$ cat src/rtl/alu_multicycle.sv
`default_nettype none
// ============================================================================
//  Module   : alu_multicycle
//  Purpose  : Execute-stage ALU. Single-cycle logic/arith/shift operations and
//             an iterative shift-add multiplier with a Start/Busy/Done
//             handshake that lets the control FSM stall on MUL.
//  Ports    : Clock      - system clock, rising edge
//             Resetn     - asynchronous active-low reset
//             Start      - request, sampled only while Busy=0
//             Operacioni - 3-bit operation code
//             A, B       - operands (WIDTH bits)
//             Result     - registered result, held until the next Done
//             Zero       - Result == 0, updated with Result
//             Overflow   - signed overflow for ADD/SUB, 0 otherwise
//             Busy       - multiply in progress
//             Done       - one-cycle pulse, Result/flags new and valid
//  Revision : 1.0 - initial release
// ============================================================================
module alu_multicycle #(
  parameter int WIDTH = 16,
  parameter int SHW   = $clog2(WIDTH)
) (
  input  logic             Clock,
  input  logic             Resetn,
  input  logic             Start,
  input  logic [2:0]       Operacioni,
  input  logic [WIDTH-1:0] A,
  input  logic [WIDTH-1:0] B,
  output logic [WIDTH-1:0] Result,
  output logic             Zero,
  output logic             Overflow,
  output logic             Busy,
  output logic             Done
);

  localparam logic [2:0] c_OP_AND = 3'b000;
  localparam logic [2:0] c_OP_OR  = 3'b001;
  localparam logic [2:0] c_OP_ADD = 3'b010;
  localparam logic [2:0] c_OP_XOR = 3'b011;
  localparam logic [2:0] c_OP_SLL = 3'b100;
  localparam logic [2:0] c_OP_ROR = 3'b101;
  localparam logic [2:0] c_OP_SUB = 3'b110;
  localparam logic [2:0] c_OP_MUL = 3'b111;

  localparam logic [SHW-1:0] c_CNT_LAST = SHW'(WIDTH - 1);
  localparam logic [SHW:0]   c_WIDTH_SH = (SHW + 1)'(WIDTH);

  typedef enum logic [0:0] {
    S_IDLE = 1'b0,
    S_MUL  = 1'b1
  } state_t;

  state_t           r_state,  w_state_nxt;
  logic [WIDTH-1:0] r_result, w_result_nxt;
  logic             r_zero,   w_zero_nxt;
  logic             r_ovf,    w_ovf_nxt;
  logic             r_done,   w_done_nxt;
  logic [WIDTH-1:0] r_acc,    w_acc_nxt;
  logic [WIDTH-1:0] r_mcand,  w_mcand_nxt;
  logic [WIDTH-1:0] r_mplier, w_mplier_nxt;
  logic [SHW-1:0]   r_cnt,    w_cnt_nxt;

  // ---------------------------------------------------------------------------
  // Single-cycle operation datapath
  // ---------------------------------------------------------------------------
  logic [WIDTH-1:0] w_sum;
  logic [WIDTH-1:0] w_diff;
  logic [SHW-1:0]   w_shamt;
  logic [SHW:0]     w_lshamt;
  logic [WIDTH-1:0] w_alu_res;
  logic             w_alu_ovf;
  logic [WIDTH-1:0] w_acc_sum;

  assign w_sum    = A + B;
  assign w_diff   = A - B;
  assign w_shamt  = B[SHW-1:0];
  // Left-shift companion of the rotate; a shift of WIDTH (amount 0) yields 0,
  // so ROR by 0 returns A unchanged.
  assign w_lshamt = c_WIDTH_SH - {1'b0, w_shamt};

  always_comb begin
    w_alu_res = '0;
    w_alu_ovf = 1'b0;
    case (Operacioni)
      c_OP_AND: w_alu_res = A & B;
      c_OP_OR:  w_alu_res = A | B;
      c_OP_ADD: begin
        w_alu_res = w_sum;
        w_alu_ovf = (A[WIDTH-1] == B[WIDTH-1]) && (w_sum[WIDTH-1] != A[WIDTH-1]);
      end
      c_OP_XOR: w_alu_res = A ^ B;
      c_OP_SLL: w_alu_res = A << w_shamt;
      c_OP_ROR: w_alu_res = (A >> w_shamt) | (A << w_lshamt);
      c_OP_SUB: begin
        w_alu_res = w_diff;
        w_alu_ovf = (A[WIDTH-1] != B[WIDTH-1]) && (w_diff[WIDTH-1] != A[WIDTH-1]);
      end
      default:  w_alu_res = '0;  // MUL handled by the iterative unit
    endcase
  end

  // One shift-add step; the sum is truncated to WIDTH bits.
  assign w_acc_sum = r_acc + (r_mplier[0] ? r_mcand : '0);

  // ---------------------------------------------------------------------------
  // Control FSM: next state and next register values
  // ---------------------------------------------------------------------------
  always_comb begin
    w_state_nxt  = r_state;
    w_result_nxt = r_result;
    w_zero_nxt   = r_zero;
    w_ovf_nxt    = r_ovf;
    w_done_nxt   = 1'b0;
    w_acc_nxt    = r_acc;
    w_mcand_nxt  = r_mcand;
    w_mplier_nxt = r_mplier;
    w_cnt_nxt    = r_cnt;

    case (r_state)
      S_IDLE: begin
        if (Start) begin
          if (Operacioni == c_OP_MUL) begin
            w_state_nxt  = S_MUL;
            w_acc_nxt    = '0;
            w_mcand_nxt  = A;
            w_mplier_nxt = B;
            w_cnt_nxt    = '0;
          end else begin
            w_result_nxt = w_alu_res;
            w_zero_nxt   = (w_alu_res == '0);
            w_ovf_nxt    = w_alu_ovf;
            w_done_nxt   = 1'b1;
          end
        end
      end
      S_MUL: begin
        if (r_cnt == c_CNT_LAST) begin
          // Last iteration: publish the sum directly instead of the accumulator.
          w_state_nxt  = S_IDLE;
          w_result_nxt = w_acc_sum;
          w_zero_nxt   = (w_acc_sum == '0);
          w_ovf_nxt    = 1'b0;
          w_done_nxt   = 1'b1;
        end else begin
          w_acc_nxt    = w_acc_sum;
          w_mcand_nxt  = r_mcand << 1;
          w_mplier_nxt = r_mplier >> 1;
          w_cnt_nxt    = r_cnt + 1'b1;
        end
      end
      default: w_state_nxt = S_IDLE;
    endcase
  end

  // ---------------------------------------------------------------------------
  // State and datapath registers
  // ---------------------------------------------------------------------------
  always_ff @(posedge Clock or negedge Resetn) begin
    if (!Resetn) begin
      r_state  <= S_IDLE;
      r_result <= '0;
      r_zero   <= 1'b0;
      r_ovf    <= 1'b0;
      r_done   <= 1'b0;
      r_acc    <= '0;
      r_mcand  <= '0;
      r_mplier <= '0;
      r_cnt    <= '0;
    end else begin
      r_state  <= w_state_nxt;
      r_result <= w_result_nxt;
      r_zero   <= w_zero_nxt;
      r_ovf    <= w_ovf_nxt;
      r_done   <= w_done_nxt;
      r_acc    <= w_acc_nxt;
      r_mcand  <= w_mcand_nxt;
      r_mplier <= w_mplier_nxt;
      r_cnt    <= w_cnt_nxt;
    end
  end

  assign Result   = r_result;
  assign Zero     = r_zero;
  assign Overflow = r_ovf;
  assign Done     = r_done;
  // Busy falls in the same cycle Done rises, so a Start there is accepted.
  assign Busy     = (r_state == S_MUL);

endmodule
`default_nettype wire

$ cat config.mk
export PLATFORM = sky130hd
export DESIGN_NAME = alu_multicycle
export DESIGN_NICKNAME = d
export VERILOG_FILES = /design/src/rtl/alu_multicycle.sv
export SDC_FILE = /design/constraint.sdc
export NUM_CORES = 1
export LEC_CHECK = 0
export ABC_CLOCK_PERIOD_IN_PS = 7200
export BUFFER_PORTS_ARGS = -buffer_cell sky130_fd_sc_hd__buf_2
export CORE_MARGIN = 10
export CORE_UTILIZATION = 42
export DETAILED_ROUTE_END_ITERATION = 8
export GPL_TIMING_DRIVEN = 0
export SLEW_MARGIN = 15
export SYNTH_ARGS = -nofsm -noshare
export SYNTH_HDL_FRONTEND = slang
export SYNTH_SLANG_ARGS = --single-unit
$ cat constraint.sdc
create_clock -name Clock -period 7.2 [get_ports Clock]
set_input_delay 1.44 -clock Clock [delete_from_list [all_inputs] [get_ports Clock]]
set_output_delay 1.44 -clock Clock [all_outputs]
set_load 0.1 [all_outputs]
## Yosys cells after proc, flatten, opt, wreduce, memory -nomap -nowiden

Index checks and enable logic that the tools add are counted.
W data, S select, Z words.

| operators by class | value |
|---|---|
| add/sub/neg operators | 5 |
| equality and inequality tests | 17 |
| shifts and indexed selects | 3 |
| mux-type cells | 39 |
| bitwise gates (word level) | 5 |
| reduce and logical (&&, ||, !) cells | 7 |

Operators by type and width:

| cell | number |
|---|---|
| $mux W16 | 13 |
| $pmux W16 S2 | 4 |
| $pmux W16 S7 | 1 |
| $add A16 B16 Y16 | 2 |
| $logic_not A16 Y1 | 2 |
| $or A16 B16 Y16 | 2 |
| $and A16 B16 Y16 | 1 |
| $shl A16 B4 Y16 | 1 |
| $shl A16 B5 Y16 | 1 |
| $shr A16 B4 Y16 | 1 |
| $sub A16 B16 Y16 | 1 |
| $xor A16 B16 Y16 | 1 |
| $eq A3 B3 Y1 const B | 4 |
| $mux W1 | 12 |
| $mux W4 | 3 |
| $pmux W1 S2 | 5 |
| $ne A2 B2 Y1 const B | 4 |
| $pmux W4 S2 | 1 |
| $eq A3 B2 Y1 const B | 2 |
| $reduce_and A3 Y1 | 2 |
| $sub A5 B4 Y5 const A | 1 |
| $add A4 B1 Y4 const B | 1 |
| $eq A4 B4 Y1 const B | 1 |
| $eq A3 B1 Y1 const B | 1 |
| other kinds (6) | 9 |

| word-level totals | value |
|---|---|
| register bits after elaboration | 72 |
| input port bits | 38 |
| logic and storage cells | 85 |

## Logic depth before layout (Yosys ltp)

Gate-level depths: netlist of run 1.

| logic depth | value |
|---|---|
| depth in word-level cells | 8 |
| depth in mapped cells | 17 |
| mapped depth without buffers | 14 |

## Worst setup path after synthesis of run 1

Ideal clock, no wire load.

| timing | value |
|---|---|
| kind | in2reg |
| start | in B[1] |
| end | reg r_zero, in the netlist Zero |
| data arrival time | 4.487 ns |
| required time | 7.134 ns |
| path slack | 2.648 ns |
| cell stages on the path | 15 |
| buffers on the path | 3 |
| cells stage by stage | buf_4 buf_2 inv_1 ha_1 buf_2 mux4_2 nand2_1 o21ai_1 o2bb2ai_1 or4_1 a211oi_2 nand4b_1 nor4_1 a22o_1 a31o_1 |

| on the way | value |
|---|---|
| word-level cells in the longest chain between the ends | 8 |
| elaborated cells on any way between the ends | 15 |
| those cells by class | add/sub (3); shift (3); mux (4); bitwise (4); reduce/logical (1) |

Ends and longest elaborated chain:

| element | line | RTL |
|---|---|---|
| start, declared | 28 | `input logic [WIDTH-1:0] B,` |
| $sub A5 B4 Y5 | 79 | `assign w_lshamt = c_WIDTH_SH - {1'b0, w_shamt};` |
| $shl A16 B5 Y16 | 93 | `c_OP_ROR: w_alu_res = (A >> w_shamt) \| (A << w_lshamt);` |
| $or A16 B16 Y16 | 93 |  |
| $pmux W16 S7 (*) | 84 | `case (Operacioni)` |
| $logic_not A16 Y1 (*) | 130 | `w_zero_nxt = (w_alu_res == '0);` |
| $mux W1 (*) | 122 | `if (Operacioni == c_OP_MUL) begin` |
| $mux W1 (*) | 121 | `if (Start) begin` |
| $pmux W1 S2 (*) | 119 | `case (r_state)` |
| end signal, assigned | 172 | `r_zero <= w_zero_nxt;` |
| end, declared | 55 | `logic r_zero, w_zero_nxt;` |

Mark *: on every way between the ends. The rest lies on a longest branch, timed or not. The select of a mux whose other input is x is not followed.
A chain may end at the register's enable or synchronous reset.

## Worst setup path after layout of run 1

| timing | value |
|---|---|
| start | in B[0] |
| end | reg r_zero, in the netlist Zero |

The elaborated chain is that of the path after synthesis.

==> results of run 1 <==
-- final cells by class --
cell class	count	area (um2)	share of cell area, %
multi-input cells	836	6330	64.8
flip-flops and latches	72	1800	18.4
plain buffers	88	413	4.23
well taps	270	338	3.46
repair buffers	56	305	3.13
clock buffers	10	229	2.34
inverters	60	225	2.31
clock inverters	5	129	1.32
-- synthesized netlist by cell type, drive strengths merged, types with 23 or more instances --
cell	n	area share (%)
nand2	91	3.9
o21ai	84	4.8
mux2i	81	9.4
nor2	76	3.3
dfrtp	72	21
ha	66	9.4
inv	59	2.5
clkbuf	54	2.3
a21oi	50	2.9
buf	34	2.4
nand2b	24	1.7
mux4	23	6.0
nor3	23	1.3
-- power groups by stage --
stage,Sequential (W),Clock (W),Combinational [W]
CTS,0.000693,0.000558,0.00180
finish,0.000693,0.000552,0.00181
global placement,0.000694,0,0.00177
detailed placement,0.000700,0,0.00179
global route,0.000717,0.000574,0.00195
floorplan,0.000979,0,0.00102
-- critical path, delay by kind of cell --
kind / cells / cell delay, ps
buffers and inverters: 5 / 970
adder cells (fa/ha/maj): 1 / 290
AND/OR/NAND/NOR: 5 / 1160
AO/OA/AOI/OAI: 4 / 1280
multiplexers: 1 / 570
-- cells by family (layout without fill, tap and decap cells) --
family / after synthesis / count (layout)
AOI/OAI and AO/OA: 312 / 312
xor gates and xnor gates: 28 / 28
adders and majority gates: 69 / 69
buffers and inverters: 148 / 219
DFF: 72 / 72
muxes: 117 / 117
and+or+nand+nor: 310 / 310
-- metal layers --
layer	part of all wire, %	GRT usage, %	vias to the layer above
met4	2.2	5.80	0
met3	10	5.88	52
met2	44	38.6	477
met1	43	34.9	4254
li1	-	-	4026
met5	0	0	-
-- flip-flops by register name (all words and copies together) (netlist names) --
signal,count
Result,16
r_cnt,4
r_mplier,16
r_mcand,16
Busy,1
Zero,1
Overflow,1
r_acc,16
Done,1
-- stage by stage --
step                      hold slack, ps  utilization [%]  total power, W
after CTS                            479             48.0         0.00305
final                                473             48.0         0.00306
after detailed placement             465             46.2         0.00249
after global placement               460             46.1         0.00247
after floorplan                      450                -         0.00200
after global routing                 514             48.0         0.00324
-- worst max-delay path by stage --
stage,startpoint,end,slack (ps),depth (start not counted)
floorplan,B[1],Zero$_DFFE_PN0P_,2650,15
global placement,B[0],Zero$_DFFE_PN0P_,1570,16
detailed placement,B[0],Zero$_DFFE_PN0P_,1660,16
CTS,B[0],Zero$_DFFE_PN0P_,1990,16
global route,B[0],Zero$_DFFE_PN0P_,1720,16
finish,B[0],Zero$_DFFE_PN0P_,1750,16
==> insert_results.sql, run 1 <==
INSERT INTO impl_metrics (metric_group, metric, value, unit) VALUES
('global_routing', 'overflow', '0', ''),
('hold_path', 'hold_end', 'Result[4]$_DFFE_PN0P_', ''),
('yosys', 'postSynthNetCount', '1163', ''),
('yosys', 'synth.cell_area', '8770', 'um2'),
('placed_design', 'port_buffers', '55', ''),
('timing', 'rsz0062_at_grt', 'false', ''),
('clocking', 'clock_tree.htree_level_count', '3', ''),
('hold_path', 'critical_hold_path_startpoint', 'Result[4]$_DFFE_PN0P_', ''),
('placed_design', 'finalWeightedCongestion', '1.01', ''),
('clocking', 'path_clk_slew', '60', 'ps'),
('worst_setup_path', 'critPathArrivalTime', '5730', 'ps'),
('yosys', 'main_combinational_cell_family_by_area_after_synthesis', 'compound AO/OA/AOI/OAI gates', ''),
('hold_path', 'min_path_cells', '2', ''),
('worst_setup_path', 'r2r_setup_slack', '3600', 'ps'),
('yosys', 'synth-async-reset-ratio', '100', '%'),
('timing', 'clock_skew', '10.5', 'ps'),
('global_routing', 'first_pass_grt_wire_length', '52500', 'um'),
('route', 'drtPass1Iterations', '6', ''),
('cells_and_area', 'drive_gt1_share', '14.6', '%'),
('pwr', 'pwr-share-clk', '18.0', '%'),
('cells_and_area', 'layout.cells.most_common_list', 'sky130_fd_sc_hd__nand2_1, sky130_fd_sc_hd__mux2i_1, sky130_fd_sc_hd__buf_2, sky130_fd_sc_hd__o21ai_0, sky130_fd_sc_hd__nor2_1', ''),
('placed_design', 'place_ws', '1660', 'ps'),
('pwr', 'total_switching_power', '0.00153', 'W'),
('route', 'route.final.wire_length', '34500', 'um'),
('worst_setup_path', 'cp_slowest_cell', 'sky130_fd_sc_hd__a2111oi_0', ''),
('cells_and_area', 'fillCellCount', '2049', ''),
('yosys', 'post_synth_fa_ha_maj_area_fraction', '10.1', '%'),
('pwr', 'comb_power_share', '59.3', '%'),
('worst_setup_path', 'crit_path_cell_trace', 'buf_2, buf_6, buf_12, inv_2, buf_2, ha_1, nor2_1, mux2i_2, nor2_1, a2111oi_0, o211ai_1, nor2_1, nand4b_1, nor4_1, a22o_1, a31o_1', ''),
('timing', 'finalCritPeriodShare', '75.7', '%'),
('pwr', 'total_power_divided_by_cell_area', '313', 'nW/um2'),
('route', 'viasPerCell', '6.31', ''),
('cells_and_area', 'final_area', '9770', 'um2'),
('cells_and_area', 'antenna_cells', '0', ''),
('clocking', 'clock_path_buffers', '2', ''),
('yosys', 'synth_seq_area_share', '20.5', '%'),
('timing', 'final-setup-viol-count', '0', ''),
('worst_setup_path', 'worstSetupEndpointType', 'flop', ''),
('status', 'run_status', 'finished clean', ''),
('yosys', 'xor_xnor_share_of_the_synthesized_area', '2.80', '%'),
('yosys', 'yosys_warnings', '0', ''),
('placed_design', 'place_area', '9410', 'um2'),
('timing', 'tightestPinTransition', '1130', 'ps'),
('worst_setup_path', 'cp_data_required_time', '7480', 'ps'),
('worst_setup_path', 'critPathMaxStageDelay', '600', 'ps'),
('clocking', 'cts_tree', 'yes', ''),
('die', 'floorplan.die.height', '164', 'um'),
('pwr', 'maximum_vdd_ir_drop', '0.168', 'mV'),
('timing', 'timing.final.max_slew_violations', '0', ''),
('clocking', 'cts_made_buffers', '9', ''),
('cells_and_area', 'number_of_nets_in_the_finished_design', '1230', ''),
('die', 'die_area', '27100', 'um2'),
('yosys', 'synth_seq_cells', '72', ''),
('timing', 'max-slew-margin-rel', '23.4', '%'),
('die', 'core-area', '20400', 'um2'),
('yosys', 'synth_enable_flop_cells', '0', ''),
('die', 'starting_utilization_of_the_core_area', '43.1', '%'),
('clocking', 'tritoncts_num_sinks', '72', ''),
('clocking', 'postCtsResizedCells', '0', ''),
('clocking', 'worst_skew_pair.late_latency', '340', 'ps'),
('yosys', 'post_synth.cell_area_avg', '8.30', 'um2'),
('global_routing', 'first_global_vias', '8398', ''),
('worst_setup_path', 'timing.critical_path.fanout_max', '12', ''),
('worst_setup_path', 'rr_worst_depth', '13', ''),
('cells_and_area', 'layout_commonest_cell', 'sky130_fd_sc_hd__nand2_1', ''),
('die', 'die_w', '164', 'um'),
('pwr', 'cell_int_power', '0.00152', 'W'),
('route', 'drtIter0Drc', '1026', ''),
('global_routing', 'grt_max_degree', '47', ''),
('timing', 'fin_crit', '5450', 'ps'),
('worst_setup_path', 'startpoint_type', 'input port', '');
Note: power is estimated with default switching activity, not from simulation.
==> run 2, diff against run 1 <==
ABC_CLOCK_PERIOD_IN_PS = 4700   (was 7200)
clock period = 4.7 ns   (was 7.2 ns; I/O delays follow)
==> run 2 against run 1 <==
Effect of this change:
- wire length about the same
- setup slack got worse by 1700 ps
- clock power rose by 53%
- sequential cell count did not move
- largest power group unchanged
==> insert_results.sql, run 2 (synthesized netlist as in run 1, its figures left out) <==
INSERT INTO impl_metrics (metric_group, metric, value, unit) VALUES
('route', 'viasPerCell', '6.35', ''),
('pwr', 'pwr-share-clk', '18.0', '%'),
('pwr', 'cell_int_power', '0.00234', 'W'),
('die', 'floorplan.die.height', '164', 'um'),
('timing', 'timing.final.max_slew_violations', '0', ''),
('global_routing', 'grt_antenna_before_repair', '0', ''),
('route', 'drtPass1Iterations', '5', ''),
('worst_setup_path', 'r2r-end', 'Zero$_DFFE_PN0P_', ''),
('clocking', 'path_clk_slew', '60', 'ps'),
('die', 'rows', '52', ''),
('worst_setup_path', 'timing.critical_path.fanout_max', '12', ''),
('cells_and_area', 'layout.cells.most_common_list', 'sky130_fd_sc_hd__nand2_1, sky130_fd_sc_hd__mux2i_1, sky130_fd_sc_hd__o21ai_0', ''),
('global_routing', 'first_pass_grt_wire_length', '52600', 'um'),
('worst_setup_path', 'cp_data_required_time', '4980', 'ps'),
('die', 'starting_utilization_of_the_core_area', '43.1', '%'),
('status', 'run_status', 'finished clean', ''),
('clocking', 'cts_tree', 'yes', ''),
('cells_and_area', 'final_core_utilization', '48.3', '%'),
('cells_and_area', 'area_growth_syn_to_layout', '12.3', '%'),
('pwr', 'total_power_divided_by_cell_area', '477', 'nW/um2'),
('cells_and_area', 'antenna_cells', '0', ''),
('route', 'met3_wirelength', '3330', 'um'),
('hold_path', 'worstHoldPathType', 'flop to flop', ''),
('pwr', 'comb_power_share', '59.4', '%'),
('worst_setup_path', 'critPathArrivalTime', '4950', 'ps'),
('route', 'routed-wl-met2', '15100', 'um'),
('global_routing', 'grt_max_degree', '47', ''),
('clocking', 'root_buffer', 'sky130_fd_sc_hd__clkbuf_16', ''),
('route', 'vias', '8875', ''),
('timing', 'final-setup-viol-count', '0', ''),
('placed_design', 'place_ws', '-343', 'ps'),
('worst_setup_path', 'critical_path_class', 'input port to flop', ''),
('hold_path', 'min_path_cells', '2', ''),
('clocking', 'clock_path_buffers', '2', ''),
('route', 'route.layer.met1.wl', '15300', 'um'),
('timing', 'tightestPinTransition', '1250', 'ps'),
('clocking', 'worst_skew_pair.late_latency', '340', 'ps'),
('clocking', 'cts_made_buffers', '9', ''),
('route', 'detail_route.drc_violations', '0', ''),
('pwr', 'power_frac_seq', '22.6', '%'),
('placed_design', 'placed_cells', '1382', ''),
('placed_design', 'finalWeightedCongestion', '1.01', ''),
('worst_setup_path', 'worstSetupEndpointType', 'flop', ''),
('pwr', 'sw_frac_of_total', '50.2', '%'),
('cells_and_area', 'number_of_nets_in_the_finished_design', '1231', ''),
('die', 'io-pin-count', '58', ''),
('placed_design', 'dpl.hpwl', '27000', 'um'),
('route', 'avgRoutedWirePerCell', '24.7', 'um'),
('timing', 'finalHoldViolations', '0', ''),
('timing', 'fin_crit', '4680', 'ps'),
('placed_design', 'port_buffers', '55', ''),
('worst_setup_path', 'startpoint_type', 'input port', ''),
('timing', 'worst_hold_slack', '473', 'ps'),
('worst_setup_path', 'r2r_setup_slack', '1090', 'ps'),
('clocking', 'postCtsHoldBufs', '0', ''),
('timing', 'final.setup.worst_slack', '22.4', 'ps'),
('global_routing', 'overflow', '0', ''),
('route', 'postRouteAntennaNets', '0', ''),
('die', 'die_area', '27100', 'um2'),
('timing', 'clock_skew', '11.1', 'ps'),
('cells_and_area', 'multiInputGateArea', '6370', 'um2'),
('route', 'drtIter0Drc', '962', ''),
('timing', 'rsz0062_at_grt', 'false', ''),
('die', 'core-area', '20400', 'um2'),
('timing', 'max_freq', '214', 'MHz'),
('cells_and_area', 'fillCellCount', '2043', ''),
('timing', 'max-slew-margin-rel', '15.5', '%'),
('cells_and_area', 'drive_gt1_share', '15.3', '%'),
('hold_path', 'critical_hold_path_startpoint', 'Result[7]$_DFFE_PN0P_', ''),
('pwr', 'power.static_leakage', '4.39', 'nW'),
('pwr', 'post-layout-total-power', '0.00470', 'W'),
('cells_and_area', 'area.sequential', '1800', 'um2'),
('global_routing', 'first_global_vias', '8421', ''),
('cells_and_area', 'layout_commonest_cell', 'sky130_fd_sc_hd__nand2_1', ''),
('run', 'maxCapViolCount', '0', ''),
('pwr', 'total_switching_power', '0.00236', 'W'),
('timing', 'finalCritPeriodShare', '99.5', '%'),
('clocking', 'tritoncts_num_sinks', '72', ''),
('pwr', 'maximum_vdd_ir_drop', '0.258', 'mV'),
('clocking', 'clock_tree.htree_level_count', '3', ''),
('hold_path', 'hold_end', 'Result[7]$_DFFE_PN0P_', ''),
('worst_setup_path', 'rr_worst_depth', '13', ''),
('global_routing', 'track_usage', '25.1', '%'),
('route', 'route.final.wire_length', '34500', 'um'),
('worst_setup_path', 'worstReg2RegStart', 'r_mplier[0]$_DFFE_PN0P_', ''),
('route', 'topRoutingLayerUsed', 'met4', ''),
('die', 'die_w', '164', 'um'),
('cells_and_area', 'final_cells', '1398', '');
## run 2: changes by cell type in the layout (fill, tap and decap cells not counted), sizes merged
cell and change:
buf -1, inv -1, clkinvlp +1, clkbuf +2
## run 2: metal layers
metal	up-vias	global-route usage, %
met5	-	0
met4	0	6.16
met3	70	5.88
met2	463	38.4
met1	4309	35.1
li1	4033	-
## run 2: how the worst max path moves through the flow
stage               from               end  slack [ps]
floorplan           B[1]  Zero$_DFFE_PN0P_         650
global placement    B[0]  Zero$_DFFE_PN0P_        -430
detailed placement  B[0]  Zero$_DFFE_PN0P_        -340
CTS                 B[1]  Zero$_DFFE_PN0P_          30
global route        B[0]  Zero$_DFFE_PN0P_          10
finish              B[0]  Zero$_DFFE_PN0P_          20
## run 2: layout make-up
type                    count  area share (%)
well taps                 270            3.43
clock inverters             5            1.31
inverters                  60            2.33
repair buffers             60            3.41
plain buffers              85            4.17
clock buffers              10            2.33
flip-flops and latches     72            18.3
multi-input cells         836            64.7
## run 2: stage by stage
stage | instance area (um2) | setup TNS (ps)
2_1_floorplan | 8770 | 0
3_3_place_gp | 9380 | -780
3_5_place_dp | 9410 | -586
4_1_cts | 9780 | 0
5_1_grt | 9840 | 0
6_report | 9840 | 0
## run 2: worst max-delay path, cell delays in order
cell and delay (ps):
sky130_fd_sc_hd__buf_2 200, sky130_fd_sc_hd__buf_6 230, sky130_fd_sc_hd__buf_12 170, sky130_fd_sc_hd__inv_2 90
sky130_fd_sc_hd__clkbuf_4 240, sky130_fd_sc_hd__ha_1 320, sky130_fd_sc_hd__clkbuf_4 210, sky130_fd_sc_hd__mux2i_1 370
sky130_fd_sc_hd__mux2i_1 220, sky130_fd_sc_hd__a2111oi_0 600, sky130_fd_sc_hd__o211ai_1 410, sky130_fd_sc_hd__nor2_1 230
sky130_fd_sc_hd__nand4b_1 140, sky130_fd_sc_hd__nor4_2 300, sky130_fd_sc_hd__a22o_1 170, sky130_fd_sc_hd__a31o_1 90
## run 2: power by group through the flow
stage | sequential (W) | combinational, W | clock, W
finish | 0.00106 | 0.00279 | 0.000847
detailed placement | 0.00107 | 0.00274 | 0
global route | 0.00110 | 0.00301 | 0.000879
floorplan | 0.00150 | 0.00157 | 0
global placement | 0.00106 | 0.00272 | 0
CTS | 0.00106 | 0.00275 | 0.000854
## run 2: repair_timing
action	CTS	global route
setup endpoints to repair	1	3
pin swaps	0	1
gates resized for setup	1	12
buffers inserted	0	4
